<file path="config.mk">
export PLATFORM = sky130hd
export DESIGN_NAME = pacoblaze_register_banked
export DESIGN_NICKNAME = d
export VERILOG_FILES = /design/src/rtl/pacoblaze_register_banked.sv
export SDC_FILE = /design/constraint.sdc
export NUM_CORES = 1
export LEC_CHECK = 0
export CORE_ASPECT_RATIO = 0.8
export CORE_UTILIZATION = 40
export CTS_CLUSTER_DIAMETER = 30
export DETAILED_ROUTE_END_ITERATION = 8
export SLEW_MARGIN = 20
export SYNTH_ARGS = -nofsm -noshare
export SYNTH_HDL_FRONTEND = slang
export SYNTH_SLANG_ARGS = --single-unit
</file>
<file path="constraint.sdc">
create_clock -name clk -period 3.6 [get_ports clk]
set_input_delay 0.54 -clock clk [delete_from_list [all_inputs] [get_ports clk]]
set_output_delay 0.54 -clock clk [all_outputs]
set_load 0.1 [all_outputs]
</file>
<file path="src/rtl/pacoblaze_register_banked.sv">
`default_nettype none
// ============================================================================
// Module      : pacoblaze_register_banked
// Description : Banked register file for the PacoBlaze core. Holds
//               2^BANK_BITS banks of 2^DEPTH_BITS words, each WIDTH bits.
//               Two combinational read ports (x, y) and one synchronous write
//               port (x), all addressing the active bank. A bank-select
//               register picks the active bank. After reset a clear sequencer
//               zeroes every word (busy high) before normal operation.
//
//               Ports:
//                 clk               system clock, rising edge
//                 reset             asynchronous, active-high reset
//                 bank_write_enable load bank_in into the bank register
//                 bank_in / bank    new / current active bank
//                 busy              high while the clear sequencer runs
//                 x_address         read/write address in the active bank
//                 x_write_enable    write x_data_in at the next edge
//                 x_data_in         write data
//                 x_data_out        combinational read of {bank, x_address}
//                 y_address         second read address in the active bank
//                 y_data_out        combinational read of {bank, y_address}
//
//               Optional macro PACOBLAZE_REGISTER_BYPASS_EN: when defined,
//               a read of the address being written returns x_data_in in the
//               same cycle (write-first). Undefined: read-first.
// Revision    : 1.0 - initial release
// ============================================================================
module pacoblaze_register_banked #(
    parameter int WIDTH      = 8,
    parameter int DEPTH_BITS = 4,
    parameter int BANK_BITS  = 1
) (
    input  logic                  clk,
    input  logic                  reset,
    input  logic                  bank_write_enable,
    input  logic [BANK_BITS-1:0]  bank_in,
    output logic [BANK_BITS-1:0]  bank,
    output logic                  busy,
    input  logic [DEPTH_BITS-1:0] x_address,
    input  logic                  x_write_enable,
    input  logic [WIDTH-1:0]      x_data_in,
    output logic [WIDTH-1:0]      x_data_out,
    input  logic [DEPTH_BITS-1:0] y_address,
    output logic [WIDTH-1:0]      y_data_out
);

    localparam int c_AW    = DEPTH_BITS + BANK_BITS;
    localparam int c_TOTAL = 1 << c_AW;

    localparam logic [c_AW-1:0] c_CLR_LAST = {c_AW{1'b1}};

    localparam logic [0:0] c_ST_CLEAR = 1'b0;
    localparam logic [0:0] c_ST_RUN   = 1'b1;

    logic [0:0]           r_state;
    logic [0:0]           w_state_nxt;
    logic [c_AW-1:0]      r_clr_ptr;
    logic [c_AW-1:0]      w_clr_ptr_nxt;
    logic [BANK_BITS-1:0] r_bank;
    logic [BANK_BITS-1:0] w_bank_nxt;

    // Storage is deliberately not reset; the clear sequencer zeroes it.
    logic [WIDTH-1:0]     r_mem [c_TOTAL];

    logic                 w_mem_we;
    logic [c_AW-1:0]      w_mem_addr;
    logic [WIDTH-1:0]     w_mem_data;

    logic                 w_clearing;
    logic [WIDTH-1:0]     w_x_rd;
    logic [WIDTH-1:0]     w_y_rd;

    assign w_clearing = (r_state == c_ST_CLEAR);

    // ------------------------------------------------------------------------
    // Next-state logic: the clear sequence and run-time writes share the
    // single memory write port.
    // ------------------------------------------------------------------------
    always_comb begin
        w_state_nxt   = r_state;
        w_clr_ptr_nxt = r_clr_ptr;
        w_bank_nxt    = r_bank;
        w_mem_we      = 1'b0;
        w_mem_addr    = {r_bank, x_address};
        w_mem_data    = x_data_in;

        case (r_state)
            c_ST_CLEAR: begin
                // Writes and bank selects from the datapath are ignored here.
                w_mem_we      = 1'b1;
                w_mem_addr    = r_clr_ptr;
                w_mem_data    = '0;
                w_clr_ptr_nxt = r_clr_ptr + 1'b1;
                if (r_clr_ptr == c_CLR_LAST) begin
                    w_state_nxt = c_ST_RUN;
                end
            end
            c_ST_RUN: begin
                // The write address uses r_bank, so a simultaneous bank
                // switch still lands the write in the old bank.
                w_mem_we = x_write_enable;
                if (bank_write_enable) begin
                    w_bank_nxt = bank_in;
                end
            end
            default: begin
                w_state_nxt = c_ST_CLEAR;
            end
        endcase
    end

    always_ff @(posedge clk or posedge reset) begin
        if (reset) begin
            r_state   <= c_ST_CLEAR;
            r_clr_ptr <= '0;
            r_bank    <= '0;
        end else begin
            r_state   <= w_state_nxt;
            r_clr_ptr <= w_clr_ptr_nxt;
            r_bank    <= w_bank_nxt;
        end
    end

    always_ff @(posedge clk) begin
        if (w_mem_we) begin
            r_mem[w_mem_addr] <= w_mem_data;
        end
    end

    // ------------------------------------------------------------------------
    // Read ports
    // ------------------------------------------------------------------------
`ifdef PACOBLAZE_REGISTER_BYPASS_EN
    // Write-first: forward the pending write to any port reading its address.
    assign w_x_rd = x_write_enable ? x_data_in : r_mem[{r_bank, x_address}];
    assign w_y_rd = (x_write_enable && (y_address == x_address))
                    ? x_data_in : r_mem[{r_bank, y_address}];
`else
    assign w_x_rd = r_mem[{r_bank, x_address}];
    assign w_y_rd = r_mem[{r_bank, y_address}];
`endif

    // Contents are undefined until cleared, so mask reads while clearing.
    assign x_data_out = w_clearing ? '0 : w_x_rd;
    assign y_data_out = w_clearing ? '0 : w_y_rd;
    assign bank       = r_bank;
    assign busy       = w_clearing;

endmodule
`default_nettype wire

</file>
==> flow_metrics.tcl <==
set metrics [dict create \
    drt_iter0_drc 674 \
    cts_setup_buffers 0 \
    synthMuxAreaShare 0.2458 \
    drive_gt1_frac 0.3474 \
    crit_fanout 8 \
    synth_xor_area_frac 0.002056 \
    grt_max_degree 33 \
    max_freq_ghz 0.2860 \
    fill_cells 2552 \
    die_x_um 201.8 \
    dpl_cell_area_um2 14110 \
    synth_seq_cells 263 \
    reg2reg_to "r_mem[23][1]" \
    final_area_um2 15620 \
    synth_compound_area_frac 0.06002 \
    synth.distinct_cells 46 \
    ctsResizeCount 0 \
    worst_setup_path_end_kind "output port" \
    cts_tree "built" \
    max_cap_viol_count 0 \
    busiest_layer "met2" \
    reg2reg_from "r_state" \
    drt_wl_total_mm 35.16 \
    port_buffers 38 \
    area_delta_synth_final_pct 22.19 \
    period_needed_ns 3.497 \
    groute.usage.overall 0.2203 \
    wl_per_cell_um 27.62 \
    seq_area_frac_synth 0.6152 \
    fin_skew_ns 0.01758 \
    fin_crit_sh 0.9714 \
    start_util 0.4067 \
    whs_ns 0.2270 \
    grt_first_pass_wirelength_mm 51.98 \
    min_path_type "in2async" \
    core_area_um2 31420 \
    h-tree-depth 2 \
    path_clk_slew_ns 0.05 \
    avgSynthCellArea_um2 17.73 \
    grt_pass1_vias 7841 \
    start_kind "input pin" \
    rsz0062_at_grt "false" \
    clock-sinks 263 \
    first_pass_iters 5 \
    ir_drop_uv 413.5 \
    dp_slack_ns 0.1000 \
    synth_top_family_by_area "multiplexers" \
    hpwl_mm 24.08 \
    cts_buffer_depth 3 \
    grt_antenna_before_repair 1 \
    die_area_um2 32670 \
    clockRootBuffer "clkbuf_16" \
    slew_violations 0 \
    vias 7612 \
    clock_latency_ns 0.54 \
    powerDensity_nw_per_um2 549.7 \
    reg2reg_depth 4 \
    setup.worst_path.class "in2out" \
    tns_ns 0 \
    p_leak_nw 5.345 \
    yosys_warnings 0 \
    r2r_setup_slack_ns 0.79 \
    grtUsageMet1 0.3058 \
    synth-simple-area-share 0.04455 \
    use_met3 0.06140 \
    slew_headroom 0.3395 \
    cts_buffers 45 \
    hold_viol_final 0 \
    vias_per_cell 5.980 \
    floorplan.die.height_um 161.9 \
    worst_slack_ns 0.1030 \
    syn_inst 721 \
    ys_async_sr_fraction 0.02662 \
    p_total_mw 8.584 \
    synth-adder-area-share 0.001958 \
    required_ns 3.06 \
    grt_overflow 0 \
    num_io_pins 39 \
    syn-num-nets 744 \
    setup_violations 0 \
    ant_nets 0 \
    gp_congestion 0.9120 \
    remaining_drc_errors 0 \
    synth_area_um2 12780 \
    nNetsFinal 841 \
    synthFlopType "edfxtp_1" \
    holdBufCountCts 0 \
    use_met2 0.3374 \
    synth_edf_count 256 \
    critPathArrivalTime_ns 2.96 \
    status "finished clean" \
    rows 58 \
    worstMarginPinSlew_ns 0.9861 \
]
layer usage:
metal | up-vias | wire length (um)
met5 | - | 64
met2 | 348 | 16210
met3 | 58 | 3220
li1 | 3229 | -
met4 | 2 | 817
met1 | 3975 | 14850
where the power goes:
group          leakage (nW)  switching (mW)  internal, mW
Combinational          2.21           0.614         0.370
Sequential             2.40          0.0130          3.39
Clock                 0.743            1.47          2.73
cells in the final DEF, fill, tap and decap left out, types with 6 or more instances in the layout:
master and instances:
nand2_1 21, a22o_1 8, dfrtp_1 6, o21a_1 8
nor4_4 8, a21oi_1 9, o221ai_1 8, bufinv_16 6
mux4_2 92, a22oi_1 23, nor2b_1 14, mux2_2 17
a2111oi_2 6, clkinv_2 11, clkinv_1 6, buf_4 72
and4_1 7, clkdlybuf4s50_1 14, nor2_1 37, mux4_1 6
and2_1 9, buf_12 19, edfxtp_1 256, o21ai_0 8
mux2i_1 72, clkbuf_16 45, o22ai_1 15
final cells by class:
| cell class | instances | area, um2 | area share |
|---|---|---|---|
| sequential | 263 | 7864 | 0.5036 |
| multi-input combinational | 397 | 4638 | 0.2970 |
| clock buffer | 47 | 1134 | 0.07260 |
| timing repair buffer | 108 | 1076 | 0.06891 |
| tap | 420 | 525.5 | 0.03365 |
| clock inverter | 34 | 364.1 | 0.02332 |
| inverter | 3 | 11.26 | 0.0007212 |
| antenna | 1 | 2.502 | 0.0001603 |
sequential cells by signal, summed over array words and instances, names as in the netlist:
signal	flops
bank	1
r_clr_ptr	5
r_state	1
r_mem	256
how the worst max path moves through the flow:
stage,startpoint,to,slack [ns],cells after the start
6_report,x_address[3],x_data_out[2],0.10,6
3_5_place_dp,x_address[3],x_data_out[2],0.1,6
3_3_place_gp,x_address[3],x_data_out[2],0.12,6
2_1_floorplan,bank,y_data_out[0],0.34,7
4_1_cts,x_address[3],x_data_out[2],0.09,6
5_1_grt,x_address[3],x_data_out[2],0.04,6
per-stage QoR:
step,instances,util
after global routing,1272,0.4969
after global placement,1191,0.4492
after CTS,1272,0.4968
final,1273,0.4969
after detailed placement,1191,0.4492
after floorplan,721,-
Yosys cell counts, drive strengths merged, types with 2 or more instances:
cell,n,share of area
edfxtp,256,0.60
mux4,98,0.17
mux2i,72,0.056
buf,43,0.025
nor2,38,0.012
a22oi,23,0.014
nand2,21,0.0062
mux2,17,0.015
clkbuf,15,0.0048
o22ai,15,0.0073
nor2b,14,0.0069
and2,10,0.0049
a21oi,9,0.0035
a2111oi,8,0.011
a22o,8,0.0055
nor4,8,0.0049
o21a,8,0.0047
o21ai,8,0.0031
o221ai,8,0.0055
and4,7,0.0048
dfrtp,7,0.014
a21o,3,0.0018
a31oi,3,0.0015
inv,3,0.00088
nand2b,3,0.0015
xnor2,3,0.0021
ha,2,0.0020
nand3,2,0.00078
nor3,2,0.00078
cell families (layout without fill, tap and decap cells):
kind of cell,Yosys count,count (layout)
AO/OA/AOI/OAI,96,96
XOR/XNOR,3,3
adder cells (fa/ha/maj),2,2
buffers and inverters,61,192
flip-flops,263,263
multiplexers,187,187
other,0,1
AND/OR/NAND/NOR,109,109
worst max-delay path: stages:
cell and delay (ns):
clkdlybuf4s50_1 0.62, buf_4 0.27, nor2_1 0.50, o21ai_0 0.45, and4_1 0.38, buf_12 0.18
Note: power is estimated with default switching activity, not from simulation.
